--- src/rtl/button_event_pkg.sv ---
// Shared types, counter sizing and 27 MHz timing defaults for the push-button front end.
package button_event_pkg;

  typedef enum logic [1:0] {
    ST_RELEASED,
    ST_PRESSED,
    ST_HELD
  } btn_state_t;

  localparam int DEF_TICK_DIV       = 27000;
  localparam int DEF_SYNC_STAGES    = 2;
  localparam int DEF_DEBOUNCE_TICKS = 10;
  localparam int DEF_LONG_TICKS     = 500;
  localparam int DEF_REPEAT_TICKS   = 100;

  // Bits needed to hold any value in 0..max_val, never less than one.
  function automatic int cnt_width(input int max_val);
    return (max_val < 2) ? 1 : $clog2(max_val + 1);
  endfunction

endpackage

--- src/rtl/button_event_channel.sv ---
// One button channel: input synchroniser, tick-based debounce and the event FSM.
// state       | meaning
// ST_RELEASED | debounced level is released, waiting for an accepted press
// ST_PRESSED  | pressed, hold counter running toward the long-press threshold
// ST_HELD     | long press fired, auto-repeat timer runs while repeat_en is set
module button_event_channel
  import button_event_pkg::*;
#(
  parameter logic ACTIVE_LEVEL   = 1'b1,
  parameter int   SYNC_STAGES    = DEF_SYNC_STAGES,
  parameter int   DEBOUNCE_TICKS = DEF_DEBOUNCE_TICKS,
  parameter int   LONG_TICKS     = DEF_LONG_TICKS,
  parameter int   REPEAT_TICKS   = DEF_REPEAT_TICKS
) (
  input  logic clk,
  input  logic reset_n,
  input  logic tick,
  input  logic repeat_en,
  input  logic button,
  output logic btn_level,
  output logic btn_press,
  output logic btn_release,
  output logic btn_click,
  output logic btn_long,
  output logic btn_repeat
);

  localparam int DEB_W  = cnt_width(DEBOUNCE_TICKS);
  localparam int HOLD_W = cnt_width(LONG_TICKS);
  localparam int REP_W  = cnt_width(REPEAT_TICKS);

  localparam logic [DEB_W-1:0]  DEB_LAST  = DEB_W'(DEBOUNCE_TICKS - 1);
  localparam logic [HOLD_W-1:0] HOLD_LAST = HOLD_W'(LONG_TICKS - 1);
  localparam logic [HOLD_W-1:0] HOLD_SAT  = HOLD_W'(LONG_TICKS);
  localparam logic [REP_W-1:0]  REP_LAST  = REP_W'(REPEAT_TICKS - 1);

  logic [SYNC_STAGES-1:0] sync_q;
  logic                   sync_i;
  logic                   stable;
  logic [DEB_W-1:0]       deb_cnt;
  logic                   flip;
  logic                   accept_press;
  logic                   accept_release;
  btn_state_t             state;
  logic [HOLD_W-1:0]      hold_cnt;
  logic [REP_W-1:0]       rep_cnt;

  assign sync_i         = sync_q[SYNC_STAGES-1];
  assign flip           = tick && (sync_i != stable) && (deb_cnt == DEB_LAST);
  assign accept_press   = flip && !stable;
  assign accept_release = flip && stable;
  assign btn_level      = stable;

  always_ff @(posedge clk or negedge reset_n) begin
    if (!reset_n) begin
      sync_q <= '0;
    end else begin
      sync_q <= {sync_q[SYNC_STAGES-2:0], button ~^ ACTIVE_LEVEL};
    end
  end

  // Any cycle back at the stable level wipes progress, so sub-tick glitches never add up.
  always_ff @(posedge clk or negedge reset_n) begin
    if (!reset_n) begin
      stable  <= 1'b0;
      deb_cnt <= '0;
    end else if (sync_i == stable) begin
      deb_cnt <= '0;
    end else if (flip) begin
      stable  <= ~stable;
      deb_cnt <= '0;
    end else if (tick) begin
      deb_cnt <= deb_cnt + 1'b1;
    end
  end

  always_ff @(posedge clk or negedge reset_n) begin
    if (!reset_n) begin
      state       <= ST_RELEASED;
      hold_cnt    <= '0;
      rep_cnt     <= '0;
      btn_press   <= 1'b0;
      btn_release <= 1'b0;
      btn_click   <= 1'b0;
      btn_long    <= 1'b0;
      btn_repeat  <= 1'b0;
    end else begin
      btn_press   <= 1'b0;
      btn_release <= 1'b0;
      btn_click   <= 1'b0;
      btn_long    <= 1'b0;
      btn_repeat  <= 1'b0;
      case (state)
        ST_RELEASED: begin
          if (accept_press) begin
            state     <= ST_PRESSED;
            btn_press <= 1'b1;
            hold_cnt  <= '0;
          end
        end
        ST_PRESSED: begin
          // Release is checked first so it wins a tie with the long-press threshold.
          if (accept_release) begin
            state       <= ST_RELEASED;
            btn_release <= 1'b1;
            btn_click   <= 1'b1;
          end else if (tick) begin
            if (hold_cnt == HOLD_LAST) begin
              state    <= ST_HELD;
              btn_long <= 1'b1;
              hold_cnt <= HOLD_SAT;
              rep_cnt  <= '0;
            end else begin
              hold_cnt <= hold_cnt + 1'b1;
            end
          end
        end
        ST_HELD: begin
          if (accept_release) begin
            state       <= ST_RELEASED;
            btn_release <= 1'b1;
          end else if (!repeat_en) begin
            rep_cnt <= '0;
          end else if (tick) begin
            if (rep_cnt == REP_LAST) begin
              btn_repeat <= 1'b1;
              rep_cnt    <= '0;
            end else begin
              rep_cnt <= rep_cnt + 1'b1;
            end
          end
        end
        default: state <= ST_RELEASED;
      endcase
    end
  end

endmodule

--- src/rtl/button_event_detector.sv ---
// Multi-channel push-button front end: one shared tick prescaler feeding
// an independent debounce/event channel per button.
module button_event_detector
  import button_event_pkg::*;
#(
  parameter int   CHANNELS       = 2,
  parameter logic ACTIVE_LEVEL   = 1'b1,
  parameter int   SYNC_STAGES    = DEF_SYNC_STAGES,
  parameter int   TICK_DIV       = DEF_TICK_DIV,
  parameter int   DEBOUNCE_TICKS = DEF_DEBOUNCE_TICKS,
  parameter int   LONG_TICKS     = DEF_LONG_TICKS,
  parameter int   REPEAT_TICKS   = DEF_REPEAT_TICKS
) (
  input  logic                clk,
  input  logic                reset_n,
  input  logic [CHANNELS-1:0] repeat_en,
  input  logic [CHANNELS-1:0] button,
  output logic [CHANNELS-1:0] btn_level,
  output logic [CHANNELS-1:0] btn_press,
  output logic [CHANNELS-1:0] btn_release,
  output logic [CHANNELS-1:0] btn_click,
  output logic [CHANNELS-1:0] btn_long,
  output logic [CHANNELS-1:0] btn_repeat
);

  localparam int                TICK_W    = cnt_width(TICK_DIV - 1);
  localparam logic [TICK_W-1:0] TICK_LAST = TICK_W'(TICK_DIV - 1);

  logic [TICK_W-1:0] tick_cnt;
  logic              tick;

  // With TICK_DIV of 1 the counter sits at 0 and tick stays high.
  assign tick = (tick_cnt == TICK_LAST);

  always_ff @(posedge clk or negedge reset_n) begin
    if (!reset_n) begin
      tick_cnt <= '0;
    end else if (tick) begin
      tick_cnt <= '0;
    end else begin
      tick_cnt <= tick_cnt + 1'b1;
    end
  end

  for (genvar i = 0; i < CHANNELS; i++) begin : g_ch
    button_event_channel #(
      .ACTIVE_LEVEL  (ACTIVE_LEVEL),
      .SYNC_STAGES   (SYNC_STAGES),
      .DEBOUNCE_TICKS(DEBOUNCE_TICKS),
      .LONG_TICKS    (LONG_TICKS),
      .REPEAT_TICKS  (REPEAT_TICKS)
    ) u_channel (
      .clk        (clk),
      .reset_n    (reset_n),
      .tick       (tick),
      .repeat_en  (repeat_en[i]),
      .button     (button[i]),
      .btn_level  (btn_level[i]),
      .btn_press  (btn_press[i]),
      .btn_release(btn_release[i]),
      .btn_click  (btn_click[i]),
      .btn_long   (btn_long[i]),
      .btn_repeat (btn_repeat[i])
    );
  end

endmodule

--- config.mk ---
export PLATFORM = sky130hd
export DESIGN_NAME = button_event_detector
export DESIGN_NICKNAME = d
export VERILOG_FILES = /design/src/rtl/button_event_pkg.sv /design/src/rtl/button_event_channel.sv /design/src/rtl/button_event_detector.sv
export SDC_FILE = /design/constraint.sdc
export NUM_CORES = 1
export LEC_CHECK = 0
export CAP_MARGIN = 25
export CELL_PAD_IN_SITES_DETAIL_PLACEMENT = 1
export CELL_PAD_IN_SITES_GLOBAL_PLACEMENT = 2
export CORE_MARGIN = 3
export CORE_UTILIZATION = 43
export CTS_CLUSTER_SIZE = 10
export DETAILED_ROUTE_END_ITERATION = 6
export PLACE_DENSITY_LB_ADDON = 0.1
export SKIP_CTS_REPAIR_TIMING = 1
export SLEW_MARGIN = 25
export SYNTH_ARGS = -nofsm -noshare
export SYNTH_HDL_FRONTEND = slang
export SYNTH_SLANG_ARGS = --single-unit
--- constraint.sdc ---
create_clock -name clk -period 6.2 [get_ports clk]
set_input_delay 1.24 -clock clk [delete_from_list [all_inputs] [get_ports clk]]
set_output_delay 1.24 -clock clk [all_outputs]
set_load 0.01 [all_outputs]
==> results.md <==
- GRT overflow: 0
- H-tree depth: 3
- P per Cell Area: 193 nW/um^2
- Syn Nets: 451
- Die H: between 100 and 150 microns
- Post-synth top flop: dfrtp_1
- Max-slew violations: 0
- Number of diodes: 0
- Leading cell type in the layout, fill and taps excluded: dfrtp_1
- Vias in the first global route: about 3.5k
- Post-synth EDFFs: 0
- CTS tree: done
- CP arrival: 1470 ps
- #FFs+latches synth: 75
- Worst-path cell chain: clkdlybuf4s50_1
- Flop pwr share: 55.3%
- IO Port Bufs: 17
- DRC viols: 0
- Layout fillers: 1069
- ANT nets after route: 0
- Layout cell share with drive strength beyond 1: 8.26%
- Avg Inst Size Synth: 9.83 sq um
- Clock Latency Late Sink: 350 ps
- Relative slew slack: 39.6%
- Fin crit period: 2710 ps
- Post-Syn Area: 4230 sq um
- Vias: 3302
- Post-Syn Instances: 430
- Final nets: 453
- Actual slew at the worst max-slew pin: 895 ps
- Int Pwr: 0.000699 W
- Synth async-reset ratio: 100%
- CTS Buf Count: 9
- Top cells by area, synth: dfrtp_1, ha_1, nand2_1, o31ai_1, nand3_1
- Setup Skew: 10.6 ps
- Most frequent cells in the layout: dfrtp_1, nand2_1, nor2_1
- Max VDD drop: 0.112 mV
- Initial core utilization: 44.9%
- Outcome: finished, final reports clean
- Leak: 1.91 nW
- CTS root buffer: clkbuf_8
- TNS Setup: 0 ps
- Kind of critical path: register to primary output
- Hold WC Path Type: register to register
- Worst setup SP type: register
- Die ar.: 11100 sq um
- Num rows: 35
- Largest net degree at the start of global routing: 76
- CP max-delay cell: clkdlybuf4s50_1
- Area grow syn2layout: 8.85%
- CP required: 4960 ps
- Unrepaired setup endpoints after global routing: false
- Top cell type's share of synthesized area: 44.4%
- Total Routed Length: around 9.9 mm
- CTS sink cnt: 75
- CP max stage delay: about 600 ps
- Post-synth top area cell: dfrtp_1
- IO Pins: 18
- Clock network fraction of total power: 43.1%
- Worst Path Max Fanout: 9
- Vias/cell: 5.84
- Placer congestion estimate: 0.768
- Seq/Total Area, Yosys: 44.4%
- Core area: 9420 sq um
- Horiz. Die Dim: 105 microns
- Dpl hpwl: a little under 7 mm
- Top delay family on crit path: buffers and inverters
- First-pass GRT wire length: 17.2 mm
- Endpoints failing setup: 0
- Initial drt markers: 93
- Clock tree buffer depth: 2
- Sw frac: 21.3%
- Synth warn: 0
- Crit path buf inv count: 1
- Period Utilization, post-route: 43.6%
- CP endpoint kind: primary output
- Initial DRT Pass Iterations: 6
- Hold Vio Cnt, Final: 0
- Yosys cell types: 64
- Routed WL per cell: 17.5 microns
- Initial antenna violation count: 0
- GRT Total Usage: 19.2%
- Post-Layout Cell Count: 565
- Sw Pwr: 0.000189 W
- Worst-path clk slew: about 70 ps
- Number of placed instances with taps included: 550
- Max_cap viols: 0
- Fmax: 370 MHz
- Combinational power share: roughly 1.7%
## sequential cells by signal (all words and copies together), names as in the netlist
name	flops
g_ch.u_channel.btn_level	2
g_ch.u_channel.deb_cnt	8
g_ch.u_channel.hold_cnt	18
g_ch.u_channel.sync_q	4
g_ch.u_channel.btn_release	2
g_ch.u_channel.btn_click	2
g_ch.u_channel.state	4
tick_cnt	15
g_ch.u_channel.rep_cnt	14
g_ch.u_channel.btn_press	2
g_ch.u_channel.btn_long	2
g_ch.u_channel.btn_repeat	2
## area by class of cell
class	count	area, sq um	share of cell area, %
Clock buffer	13	159	3.45
Clock inverter	2	35.0	0.761
Inverter	15	56.3	1.22
Multi-Input combinational cell	313	2130	46.4
Sequential cell	75	1880	40.8
Tap cell	129	161	3.51
Timing Repair Buffer	18	179	3.89
## kinds of logic after synthesis
family          after synthesis  share of synthesized area (%)
simple gates                187                           24.6
fa+ha+maj                    15                           4.44
compound gates               94                           17.8
mux                           2                          0.533
xor+xnor                     15                           3.11
buf+inv                      42                           5.12
flops                        75                           44.4
## cells in the mapped netlist, types with 6 or more instances
library cell,n
o31ai_1,18
ha_1,15
nor3_1,11
and3_1,10
dfrtp_1,75
o211ai_1,9
inv_1,15
nand2_1,43
o21ai_0,18
nand3_1,26
xor2_1,7
nor4_1,8
clkbuf_1,9
buf_4,13
xnor2_1,8
nand2b_1,7
and2_1,6
or4_1,6
a21oi_1,10
nand4_1,6
nor2_1,30
## power by group through the flow
stage               Combinational (W)  Clock [W]  Sequential [W]
global placement            0.0000154          0        0.000501
CTS                         0.0000156   0.000398        0.000491
floorplan                  0.00000145          0        0.000501
global route                0.0000173   0.000421        0.000491
detailed placement          0.0000155          0        0.000501
finish                      0.0000148   0.000383        0.000491
## metrics by stage
step	total power [W]	setup WS, ps	util (%)	hold WS, ps	area [sq um]
floorplan	0.000502	3970	-	331	4230
global placement	0.000516	3310	46.8	335	4400
detailed placement	0.000516	3250	46.8	338	4400
CTS	0.000905	3470	48.8	355	4600
global route	0.000930	3310	48.9	375	4600
finish	0.000889	3490	48.9	353	4600
## path summary, 6_finish.rpt
path | start | end | slack [ps] | depth (start not counted)
hold / removal | g_ch[0].u_channel.sync_q[0] | g_ch[0].u_channel.sync_q[1] | 350 | 0
setup reg to reg | g_ch[0].u_channel.state[1] | g_ch[0].u_channel.hold_cnt[4] | 3540 | 7
max in group asynchronous | reset_n | g_ch[0].u_channel.deb_cnt[1] | 4800 | 1
min in group asynchronous | reset_n | g_ch[1].u_channel.hold_cnt[1] | 910 | 1
setup / recovery | g_ch[1].u_channel.btn_level | btn_level[1] | 3490 | 1
hold reg to reg | g_ch[0].u_channel.sync_q[0] | g_ch[0].u_channel.sync_q[1] | 350 | 0
## metal layers
| layer | part of all wire, % | vias to the layer above | global-route usage [%] |
|---|---|---|---|
| met5 | 0 | - | 0 |
| met1 | 50 | 1671 | 26.7 |
| met3 | 1.9 | 12 | 3.03 |
| li1 | - | 1591 | - |
| met4 | 1.5 | 0 | 6.19 |
| met2 | 47 | 28 | 30.6 |
Power figures use the tool's default switching activity.
